File: src/rtl/rom_socket_arbiter.sv
// Two 2764-style ROM sockets sharing one single-port block ROM.
// Socket reads are cached per socket by address tag and serialised round-robin onto the ROM port.
module rom_socket_arbiter #(
  parameter int         MEM_LATENCY = 1,
  parameter logic [7:0] IDLE_DATA   = 8'hFF
) (
  input  logic        clk_14M,
  input  logic        reset_n,
  input  logic        diag_ce_n,
  input  logic        diag_oe_n,
  input  logic [12:0] diag_a,
  output logic [7:0]  diag_d,
  output logic        diag_rdy,
  input  logic        mon_ce_n,
  input  logic        mon_oe_n,
  input  logic [12:0] mon_a,
  output logic [7:0]  mon_d,
  output logic        mon_rdy,
  output logic        mem_en,
  output logic [13:0] mem_addr,
  input  logic [7:0]  mem_dout
);

  typedef enum logic [1:0] {IDLE, ISSUE, WAIT, CAPTURE} state_t;

  state_t      r_state;
  logic        r_sel;
  logic        r_last_grant;
  logic        r_mem_en;
  logic [13:0] r_mem_addr;
  logic [1:0]  r_cnt;
  logic [7:0]  r_d [2];
  logic [12:0] r_t [2];
  logic [1:0]  r_v;

  logic [1:0]  w_ce_n;
  logic [1:0]  w_oe_n;
  logic [1:0]  w_hit;
  logic [1:0]  w_pend;
  logic [1:0]  w_rdy;
  logic [12:0] w_a [2];
  logic [7:0]  w_d [2];
  logic        w_grant;

  // Index 0 is the diagnostics socket, index 1 the monitor socket (also the ROM address MSB).
  assign w_ce_n = {mon_ce_n, diag_ce_n};
  assign w_oe_n = {mon_oe_n, diag_oe_n};
  assign w_a[0] = diag_a;
  assign w_a[1] = mon_a;

  genvar gi;
  generate
    for (gi = 0; gi < 2; gi++) begin : g_sock
      assign w_hit[gi]  = r_v[gi] && (r_t[gi] == w_a[gi]);
      assign w_pend[gi] = !w_ce_n[gi] && !w_hit[gi];
      assign w_rdy[gi]  = !w_ce_n[gi] && w_hit[gi];
      assign w_d[gi]    = (!w_ce_n[gi] && !w_oe_n[gi]) ? r_d[gi] : IDLE_DATA;
    end
  endgenerate

  // On a tie the socket that was not served last wins.
  assign w_grant = (w_pend[0] && w_pend[1]) ? ~r_last_grant : w_pend[1];

  assign diag_d   = w_d[0];
  assign diag_rdy = w_rdy[0];
  assign mon_d    = w_d[1];
  assign mon_rdy  = w_rdy[1];
  assign mem_en   = r_mem_en;
  assign mem_addr = r_mem_addr;

  always_ff @(posedge clk_14M or negedge reset_n) begin
    if (!reset_n) begin
      r_state      <= IDLE;
      r_sel        <= 1'b0;
      r_last_grant <= 1'b1;
      r_mem_en     <= 1'b0;
      r_mem_addr   <= '0;
      r_cnt        <= '0;
      r_d[0]       <= IDLE_DATA;
      r_d[1]       <= IDLE_DATA;
      r_t[0]       <= '0;
      r_t[1]       <= '0;
      r_v          <= '0;
    end else begin
      case (r_state)
        IDLE: begin
          if (|w_pend) begin
            r_sel      <= w_grant;
            r_mem_addr <= {w_grant, w_a[w_grant]};
            r_mem_en   <= 1'b1;
            r_state    <= ISSUE;
          end
        end
        ISSUE: begin
          r_mem_en <= 1'b0;
          r_cnt    <= 2'(MEM_LATENCY - 1);
          r_state  <= WAIT;
        end
        // WAIT spans MEM_LATENCY cycles, so CAPTURE samples mem_dout a cycle after it settles.
        WAIT: begin
          if (r_cnt == 2'd0) begin
            r_state <= CAPTURE;
          end else begin
            r_cnt <= r_cnt - 2'd1;
          end
        end
        CAPTURE: begin
          r_d[r_sel]   <= mem_dout;
          r_t[r_sel]   <= r_mem_addr[12:0];
          r_v[r_sel]   <= 1'b1;
          r_last_grant <= r_sel;
          r_state      <= IDLE;
        end
        default: r_state <= IDLE;
      endcase
    end
  end

endmodule

File: config.mk
export PLATFORM = sky130hd
export DESIGN_NAME = rom_socket_arbiter
export DESIGN_NICKNAME = d
export VERILOG_FILES = /design/src/rtl/rom_socket_arbiter.sv
export SDC_FILE = /design/constraint.sdc
export NUM_CORES = 1
export LEC_CHECK = 0
export BUFFER_PORTS_ARGS = -buffer_cell sky130_fd_sc_hd__buf_2
export CAP_MARGIN = 20
export CELL_PAD_IN_SITES_DETAIL_PLACEMENT = 1
export CELL_PAD_IN_SITES_GLOBAL_PLACEMENT = 2
export CORE_ASPECT_RATIO = 1.2
export CORE_MARGIN = 1
export CORE_UTILIZATION = 39
export DETAILED_ROUTE_END_ITERATION = 12
export PLACE_DENSITY_LB_ADDON = 0.1
export SYNTH_ARGS = -nofsm -noshare
export SYNTH_HDL_FRONTEND = slang
export SYNTH_SLANG_ARGS = --single-unit
File: constraint.sdc
create_clock -name clk_14M -period 7.1 [get_ports clk_14M]
set_input_delay 0.71 -clock clk_14M [delete_from_list [all_inputs] [get_ports clk_14M]]
set_output_delay 0.71 -clock clk_14M [all_outputs]
set_load 0.1 [all_outputs]
After elaboration in Yosys (flattened, before gate mapping):

Cells that the tools add are included.
Widths: inputs -> output; s select.

* add/sub/neg operators: 1
* multiply operators: 0
* div/mod/pow operators: 0
* magnitude comparators: 5
* eq/ne operators: 8
* shifts and indexed selects: 0
* multiplexer cells: 21
* bitwise gates (word level): 4
* reduce and logical (&&, ||, !) cells: 26

Operators with widths (number)
* $mux 13: 4
* $bwmux 26: 1
* $eq 13x13->1: 2
* $mux 8: 3
* $bwmux 16: 1
* $demux 13 s1: 1
* $logic_and 1x1->1: 11
* $demux 8 s1: 1
* $pmux 2 s4: 1
* $reduce_and 2->1: 4
* $logic_not 1->1: 6
* $mux 2: 3
* $ne 2x2->1 const B: 3
* $eq 2x2->1 const B: 2
* $ge 2x2->1 const B: 2
* $logic_not 2->1: 2
* $not 1->2: 2
* $pmux 2 s2: 1
* $reduce_bool 2->1: 2
* $mux 1: 3
* $eq 2x1->1 const B: 1
* $lt 1x2->1 const B: 1
* $lt 2x1->1 const B: 1
* $or 2x2->2: 1
* 6 further kinds: 6

* flip-flop bits (word level): 65
* bits in latches: 0
* RAM bits: 0
* memory bits (read-only): 0
* bits of input ports: 40
* output and inout bits: 33
* memories kept: 0

Depth between registers and ports, before layout:

Gate-level depths: netlist (run 1).

* depth in word-level cells: 10
* gate-level depth with buffers: 8

Worst setup path before layout (run 1):

OpenSTA, ideal clock, no wires.

* path kind: input-to-output
* start point: input diag_a[2]
* end point: output diag_rdy
* arrival: 2792 ps
* data required time: 6390 ps
* slack: 3598 ps
* cell stages on the path: 4
* path through: xnor2_1 -> nand4_1 -> or4_4 -> nor2_1

* longest elaborated chain between the ends: 3

Ends and longest elaborated chain
* start, declared: line 11 `input logic [12:0] diag_a,`
* $eq 13x13->1: line 54 `assign w_hit[gi] = r_v[gi] && (r_t[gi] == w_a[gi]);`
* $logic_and 1x1->1: line 54
* $logic_and 1x1->1: line 56 `assign w_rdy[gi] = !w_ce_n[gi] && w_hit[gi];`
* end, declared: line 13 `output logic diag_rdy,`

Every way passes these cells.

Worst setup path in the final report (run 1):

Same ends and word-level chain as after synthesis.

==> impl_metrics.yaml, run 1 <==
timing:
  fin_hold_ws_ps: 482
  finalMaxSlewViolations: 0
  hold_viol_final: 0
  relSlewSlack: 0.409
  setup_viol: 0
  worst_pin_slew_ps: 886
  fin_crit_sh: 0.439
  rsz0062_at_grt: "false"
  period_minus_slack_ps: 3120
  clock.fmax_mhz: 321
  setup_tns_ps: 0
  finalClockSkew_ps: 15.0
pwr:
  p_sw_frac: 0.464
  ir_worst_vdd_uv: 349
  p_comb_frac: 0.513
  switchingPower_w: 0.000933
  p_int_w: 0.00108
  leakage_nw: 1.67
  p_clk_frac: 0.138
  power_w: 0.00201
  powerDensity_nw_per_um2: 525
  seq_power_share: 0.348
synth:
  synth_compound_area_frac: 0.0284
  yosysTopAreaCellShare: 0.370
  yosys.area_share.simple: 0.0729
  ys_async_sr_fraction: 1.00
  ys.warnings.count: 0
  avgSynthCellArea_um2: 13.6
  synthMuxAreaShare: 0.262
  synthTopCellsByArea: "dfrtp_1 37%, mux2_2 16%, dfstp_2 14%"
  synth_fp_nets: 280
  syn_area_um2: 3180
  synth-main-ff-cell: "dfrtp_1"
  post_synth_num_cell_types: 34
  ys_seq_elements: 64
  synth-edff-count: 0
  synth_cells: 234
  yosysSeqAreaShare: 0.511
  synth_top_family_by_area: "multiplexers"
  synth_fa_ha_area_frac: 0.0236
  synth_xor_area_frac: 0.0744
  yosys.area.top_type: "dfrtp_1"
detailed_routing:
  drtIter0Drc: 64
  vias: 2081
  drc: 15
  final_antenna_net_count: 0
  routed_wl_um: 7260
  viasPerCell: 5.09
  dr.pass1.iters: 8
  wl_per_cell_um: 17.8
clock_network:
  post_cts_buffers: 0
  clk_path_buf_depth: 2
  cts_resized: 0
  root_buffer: "clkbuf_8"
  clock_sinks: 64
  clkTransAtPathRegs_ps: 70
  clock_latency_ps: 330
  cts-buffers-inserted: 9
  cts.htree.levels: 3
  cts_tree: "done"
  postCtsHoldBufs: 0
worst_setup_path:
  crit_path_start_kind: "input pin"
  cp_data_arrival_time_ps: 2410
  worstSetupEndpointType: "output port"
  cp_common_cell: "buf_2"
  worstPathCellList: "buf_2, xnor2_1, nand4_1, or4_4, nor2_1, buf_2"
  cp_max_fo: 2
  slowest_stage: "or4_4"
  reg2reg_slack_ps: 4590
  r2r-start: "r_t[13]"
  cpPeakStageDelay_ps: 610
  path_class: "input pin to output port"
  worstPathRequired_ps: 6390
  critPathLaunch: "diag_a[2]"
  rr_worst_depth: 7
grt:
  grt_pass1_wl_um: 11800
  antenna_found_initial: 0
  grt_pass1_vias: 2272
  grt.overflow.total: 0
  grtUsageTotal: 0.186
  grt_max_degree: 65
cells_and_area:
  drive_gt1_frac: 0.527
  fin_area_um2: 3830
  seq_area_um2: 1620
  nets: 358
  final_core_util: 0.491
  n_fill_cell: 834
  areaGrowthSynthToFinish_pct: 20.6
  final_cell_mix: "72 x buf_2, 47 x dfrtp_1, 46 x mux2_2, 17 x dfstp_2, 16 x or3_1"
  layout_commonest_cell: "buf_2"
  multiInputGateArea_um2: 1480
  diodes: 0
floorplan:
  fp-row-count: 35
  ioPinCount: 73
  fp.dieArea_um2: 8510
  start_util: 0.408
  die_width_um: 84.4
  die_y_um: 101
  core_region_area_um2: 7790
min_path:
  min_path_cells: 1
  hold_start: "r_v[0]"
  hold_path.class: "flop to flop"
flow_run:
  maxCapViolCount: 0
status:
  violations: "DRC"
  status: "finished, violations left"
placed_design:
  gp_congestion: 0.690
  port_buffers: 72
  dp_hpwl_um: 5180
  dpl-instance-area_um2: 3630
## sequential cells by signal, indices dropped and copies added, names as in the netlist
signal / flops
r_t: 26
r_d: 16
mem_addr: 13
r_cnt: 2
r_state: 2
r_v: 2
mem_en: 1
r_last_grant: 1
r_sel: 1
## per-stage QoR
step / std cells / worst slack, ps
5_1_grt: 409 / 3930
4_1_cts: 408 / 3990
6_report: 409 / 3980
3_3_place_gp: 392 / 3960
2_1_floorplan: 234 / 3600
3_5_place_dp: 392 / 4000
## synth_stat cells, types with 3 or more instances
cell type	n
xnor2_1	15
dfrtp_1	47
nand4_1	4
nor2_1	4
dfstp_2	17
mux2_2	46
mux2_4	9
mux2_1	14
xor2_1	12
clkbuf_1	3
or3_1	16
ha_1	6
inv_1	8
nand2_1	4
nor4_1	4
## critical path: cells and delay by family
kind,cells,cell delay [ps]
AND/OR/NAND/NOR,3,890
buffers and inverters,2,550
XOR/XNOR,1,250
## power by group through the flow
stage | clock network [W] | registers (W) | logic [W]
after floorplan | 0 | 0.000972 | 0.000566
after global placement | 0 | 0.000701 | 0.00102
after detailed placement | 0 | 0.000711 | 0.00103
after CTS | 0.000291 | 0.000704 | 0.00103
after global routing | 0.000304 | 0.000729 | 0.00109
final | 0.000279 | 0.000701 | 0.00103
## cell type report
| type | count | area share |
|---|---|---|
| Clock inverter | 1 | 0.00131 |
| Inverter | 8 | 0.00784 |
| Clock buffer | 15 | 0.0434 |
| Timing Repair Buffer | 76 | 0.107 |
| Tap cell | 92 | 0.0301 |
| Multi-Input combinational cell | 153 | 0.386 |
| Sequential cell | 64 | 0.424 |
## final timing paths
kind	endpoint
max	diag_rdy
min	r_v[0]
max reg2reg	mem_addr[4]
min reg2reg	r_v[0]
max in group asynchronous	r_state[0]
min in group asynchronous	mem_addr[2]
## kinds of logic (layout without fill, tap and decap cells)
logic type | after synthesis | after routing
AND/OR/NAND/NOR | 39 | 39
AO/OA/AOI/OAI | 10 | 10
adder cells (fa/ha/maj) | 6 | 6
flip-flops | 64 | 64
XOR/XNOR | 27 | 27
buffers and inverters | 17 | 100
multiplexers | 71 | 71
## metal layers
layer,wire (um),share of wire,global-route usage
met1,3220,0.44,0.232
met2,3710,0.51,0.323
met3,267,0.037,0.0393
met4,66,0.0091,0.0626
met5,0,0,0
Power figures use the tool's default switching activity.
==> run 2, diff against run 1 <==
--- a/config.mk
+++ b/config.mk
@@ -11,7 +11,7 @@
 export CELL_PAD_IN_SITES_GLOBAL_PLACEMENT = 2
 export CORE_ASPECT_RATIO = 1.2
 export CORE_MARGIN = 1
-export CORE_UTILIZATION = 39
+export CORE_UTILIZATION = 36
 export DETAILED_ROUTE_END_ITERATION = 12
 export PLACE_DENSITY_LB_ADDON = 0.1
 export SYNTH_ARGS = -nofsm -noshare
==> constraint.sdc (replaced) <==
create_clock -name clk_14M -period 3.15 [get_ports clk_14M]
set_input_delay 0.315 -clock clk_14M [delete_from_list [all_inputs] [get_ports clk_14M]]
set_output_delay 0.315 -clock clk_14M [all_outputs]
set_load 0.1 [all_outputs]
==> run 2 against run 1 <==
Compared with the run above: the flow now finishes without violations; utilization is 3.3 points lower; flip-flop and latch count unchanged; worst hold slack got worse by 260 ps; routed wire length grew 3.3%.
==> impl_metrics.yaml, run 2 (same netlist as run 1, synthesis figures left out) <==
grt:
  grtUsageTotal: 0.182
  grt.overflow.total: 0
  grt_pass1_wl_um: 12200
  grt_max_degree: 44
  grt_pass1_vias: 2255
  antenna_found_initial: 0
cells_and_area:
  fin_cells: 435
  largest_register: "r_t"
  largest_reg_flops: 26
  drive_gt1_frac: 0.535
  areaGrowthSynthToFinish_pct: 23.5
  final_cell_mix: "72 x buf_2, 47 x dfrtp_1, 46 x mux2_2, 17 x dfstp_2, 16 x or3_1"
  layout_commonest_cell: "buf_2"
  diodes: 0
  seq_area_um2: 1620
  n_fill_cell: 933
  multiInputGateArea_um2: 1480
  final_core_util: 0.458
  nets: 359
placed_design:
  place_inst: 418
  port_buffers: 72
  gp_congestion: 0.750
  dp_slack_ps: 440
  dp_hpwl_um: 5360
worst_setup_path:
  critPathLaunch: "r_t[25]"
  r2r-start: "r_t[9]"
  crit_path_start_kind: "flop"
  worstPathCellList: "xnor2_1, nand4_1, or4_4, nor2_1, buf_2"
  cpLargestDelayFamily: "simple AND/OR/NAND/NOR gates"
  cp_data_arrival_time_ps: 2360
  cp_max_fo: 2
  path_buf_inv: 1
  cpPeakStageDelay_ps: 580
  worstSetupEndpointType: "output port"
  slowest_stage: "or4_4"
  path_class: "flop to output port"
  worstPathRequired_ps: 2830
pwr:
  powerDensity_nw_per_um2: 1210
  ir_worst_vdd_uv: 490
  leakage_nw: 1.70
detailed_routing:
  wl_per_cell_um: 17.2
  viasPerCell: 4.77
  routed_wl_um: 7500
  drc: 0
  final_antenna_net_count: 0
  drtIter0Drc: 57
  dr.pass1.iters: 4
  vias: 2077
flow_run:
  maxCapViolCount: 0
min_path:
  hold_path.class: "input pin to flop"
  hold_start: "mem_dout[3]"
timing:
  setup_ws_ps: 473
  clock.fmax_mhz: 374
  rsz0062_at_grt: "false"
  period_minus_slack_ps: 2680
  fin_crit_sh: 0.850
  finalClockSkew_ps: 13.6
  worst_pin_slew_ps: 1070
  setup_tns_ps: 0
  hold_viol_final: 0
  setup_viol: 0
  finalMaxSlewViolations: 0
  relSlewSlack: 0.283
clock_network:
  postCtsHoldBufs: 1
  clkTransAtPathRegs_ps: 80
  cts_resized: 0
  cts.htree.levels: 3
  clock_latency_ps: 340
  cts_tree: "done"
  cts-buffers-inserted: 9
  post_cts_buffers: 0
  clock_sinks: 64
  clk_path_buf_depth: 2
  root_buffer: "clkbuf_8"
status:
  status: "finished, final reports clean"
floorplan:
  die_y_um: 105
  ioPinCount: 73
  die_width_um: 87.8
  start_util: 0.371
  fp.dieArea_um2: 9210
  core_region_area_um2: 8560
  fp-row-count: 37
run 2: cell types whose count changed in the layout (fill, tap and decap cells not counted), sizes merged:
cell         change
dlygate4sd3      +1
clkbuf           -5
clkinvlp         +1
bufinv           +3
clkinv           +1
run 2: final cells by class:
type | count | share of cell area
sequential | 64 | 0.414
timing repair buffer | 77 | 0.102
tap | 117 | 0.0373
clock inverter | 6 | 0.0271
multi-input combinational | 153 | 0.377
clock buffer | 10 | 0.0351
inverter | 8 | 0.00765
run 2: routing by layer:
metal | part of all wire | vias up | wire length (um) | GRT usage
li1 | - | 980 | - | -
met1 | 0.47 | 1043 | 3540 | 0.249
met2 | 0.48 | 47 | 3590 | 0.281
met3 | 0.038 | 7 | 285 | 0.0506
met4 | 0.012 | 0 | 87 | 0.0492
met5 | 0 | - | 0 | 0
run 2: metrics by stage:
step	total power, W	hold slack (ps)	instance area, um2
4_1_cts	0.00483	210	3920
5_1_grt	0.00502	205	3920
3_3_place_gp	0.00388	317	3670
6_report	0.00477	223	3920
2_1_floorplan	0.00347	19.4	3180
3_5_place_dp	0.00393	315	3670
run 2: path summary, 6_finish.rpt:
| path | endpoint | slack (ps) | cells past startpoint |
|---|---|---|---|
| setup / recovery | diag_rdy | 470 | 5 |
| hold / removal | r_d[11] | 220 | 2 |
| setup reg to reg | mem_addr[5] | 570 | 6 |
| hold reg to reg | r_v[1] | 460 | 1 |
| max in group asynchronous | r_d[8] | 1730 | 3 |
| min in group asynchronous | r_t[9] | 460 | 2 |
run 2: power by group:
group / switching [W] / leakage [nW] / internal [W] / total [W]
clock network: 0.000326 / 0.120 / 0.000543 / 0.000870
logic: 0.00153 / 0.845 / 0.000780 / 0.00231
registers: 0.000276 / 0.736 / 0.00131 / 0.00158
==> run 3, diff against run 2 <==
==> constraint.sdc (replaced) <==
create_clock -name clk_14M -period 2.5 [get_ports clk_14M]
set_input_delay 0.25 -clock clk_14M [delete_from_list [all_inputs] [get_ports clk_14M]]
set_output_delay 0.25 -clock clk_14M [all_outputs]
set_load 0.1 [all_outputs]
==> run 3 against run 2 <==
Compared with the run above: clock skew fell by 5.0 ps; register-to-register slack got worse by 430 ps; first-iteration DRC count fell by 35%; clock power rose by 4.8%; critical endpoint is now mem_addr[4]; largest power group unchanged; sequential share of layout area fell by 0.25 points; critical path type is now flop to flop; highest routed layer unchanged.
==> impl_metrics.yaml, run 3 (same netlist as run 1, synthesis figures left out) <==
status:
  status: "finished, final reports clean"
clock_network:
  cts_tree: "done"
  clock_sinks: 64
  post_cts_buffers: 0
  cts-buffers-inserted: 9
  clk_path_buf_depth: 2
  root_buffer: "clkbuf_8"
  clock_latency_ps: 340
  clkTransAtPathRegs_ps: 70
  cts.htree.levels: 3
cells_and_area:
  seq_area_um2: 1620
  final_cell_mix: "71 x buf_2, 47 x dfrtp_1, 46 x mux2_2, 17 x dfstp_2, 16 x or3_1"
  n_fill_cell: 925
  drive_gt1_frac: 0.547
  layout_commonest_cell: "buf_2"
  multiInputGateArea_um2: 1490
  largest_reg_flops: 26
  nets: 363
  largest_register: "r_t"
  areaGrowthSynthToFinish_pct: 24.3
  final_core_util: 0.461
  fin_area_um2: 3950
  diodes: 0
timing:
  clock.fmax_mhz: 424
  relSlewSlack: 0.615
  worst_pin_slew_ps: 577
  hold_viol_final: 0
  finalMaxSlewViolations: 0
  finalClockSkew_ps: 8.58
  setup_viol: 0
  setup_ws_ps: 139
  period_minus_slack_ps: 2360
  setup_tns_ps: 0
  fin_crit_sh: 0.944
  rsz0062_at_grt: "false"
placed_design:
  dp_hpwl_um: 5350
  gp_congestion: 0.643
  port_buffers: 72
  dpl-instance-area_um2: 3720
  dp_slack_ps: 59.5
worst_setup_path:
  path_class: "flop to flop"
  crit_path_start_kind: "flop"
  worstPathRequired_ps: 2730
  r2r-start: "r_t[10]"
  reg2reg_slack_ps: 140
  cp-endpoint: "mem_addr[4]"
  cp_max_fo: 13
  worstSetupEndpointType: "flop"
  rr_worst_depth: 7
  critPathLaunch: "r_t[10]"
  rr_endpoint: "mem_addr[4]"
  cp_data_arrival_time_ps: 2590
detailed_routing:
  dr.pass1.iters: 2
  vias: 2107
  drc: 0
  final_antenna_net_count: 0
  highest_layer: "met4"
  wl_per_cell_um: 16.8
  drtIter0Drc: 37
  routed_wl_um: 7400
  wl_met1_um: 3410
  route.met2.wl_um: 3620
  viasPerCell: 4.80
  wl_met3_um: 251
flow_run:
  maxCapViolCount: 0
pwr:
  ir_worst_vdd_uv: 696
  p_int_w: 0.00317
  p_sw_frac: 0.456
  p_comb_frac: 0.502
  powerDensity_nw_per_um2: 1470
  p_clk_frac: 0.157
  seq_power_share: 0.341
  power_w: 0.00582
  switchingPower_w: 0.00265
  leakage_nw: 1.72
grt:
  grt_max_degree: 34
  grtUsageTotal: 0.181
  grt_pass1_vias: 2320
  grt.overflow.total: 0
  grt_pass1_wl_um: 12300
  antenna_found_initial: 0
floorplan:
  die_width_um: 87.8
  core_region_area_um2: 8560
  start_util: 0.371
  ioPinCount: 73
  fp-row-count: 37
  die_y_um: 105
  fp.dieArea_um2: 9210
min_path:
  hold_start: "mem_dout[5]"
  hold_path.class: "input pin to flop"
-- run 3: worst max-delay path, cell delays in order (launching register included) --
cell and delay, ps:
dfrtp_1 380, xor2_1 170, nor4_1 460, a41oi_2 240
o31ai_2 160, buf_12 210, mux2_2 340, mux2_1 300
-- run 3: layout make-up --
class | count | area share
clock buffers | 13 | 0.0403
clock inverters | 3 | 0.0101
inverters | 8 | 0.00761
multi-input cells | 153 | 0.377
flip-flops and latches | 64 | 0.411
well taps | 117 | 0.0371
repair buffers | 81 | 0.117
-- run 3: worst min-delay path by stage --
stage                  end  slack, ps  cells after the start
3_3_place_gp       r_t[14]        230                      1
6_report            r_d[5]        150                      2
4_1_cts            r_d[11]        130                      2
5_1_grt             r_d[5]        140                      2
2_1_floorplan  mem_addr[0]        -50                      0
3_5_place_dp   mem_addr[1]        220                      1
-- run 3: power by group through the flow --
stage	registers (W)	logic [W]	clock network (W)
floorplan	0.00276	0.00161	0
finish	0.00199	0.00292	0.000912
CTS	0.00199	0.00295	0.000944
global placement	0.00198	0.00291	0
global route	0.00207	0.00310	0.000981
detailed placement	0.00201	0.00293	0
-- run 3: through the flow --
step | cells | hold slack [ps]
3_5_place_dp | 422 | 216
5_1_grt | 439 | 141
6_report | 439 | 149
4_1_cts | 439 | 135
3_3_place_gp | 422 | 230
2_1_floorplan | 234 | -45.6
-- run 3: timing repair --
action / in CTS / in global routing
setup endpoints to repair: 1 / 13
endpoints found under the hold margin: 15 / 0
gates resized for setup: 1 / 3
hold buffers: 1 / 0
-- run 3: routing by layer --
metal,GRT usage,vias up
met5,0,-
met1,0.245,1060
met4,0.0738,0
met2,0.279,43
met3,0.0371,10
li1,-,994
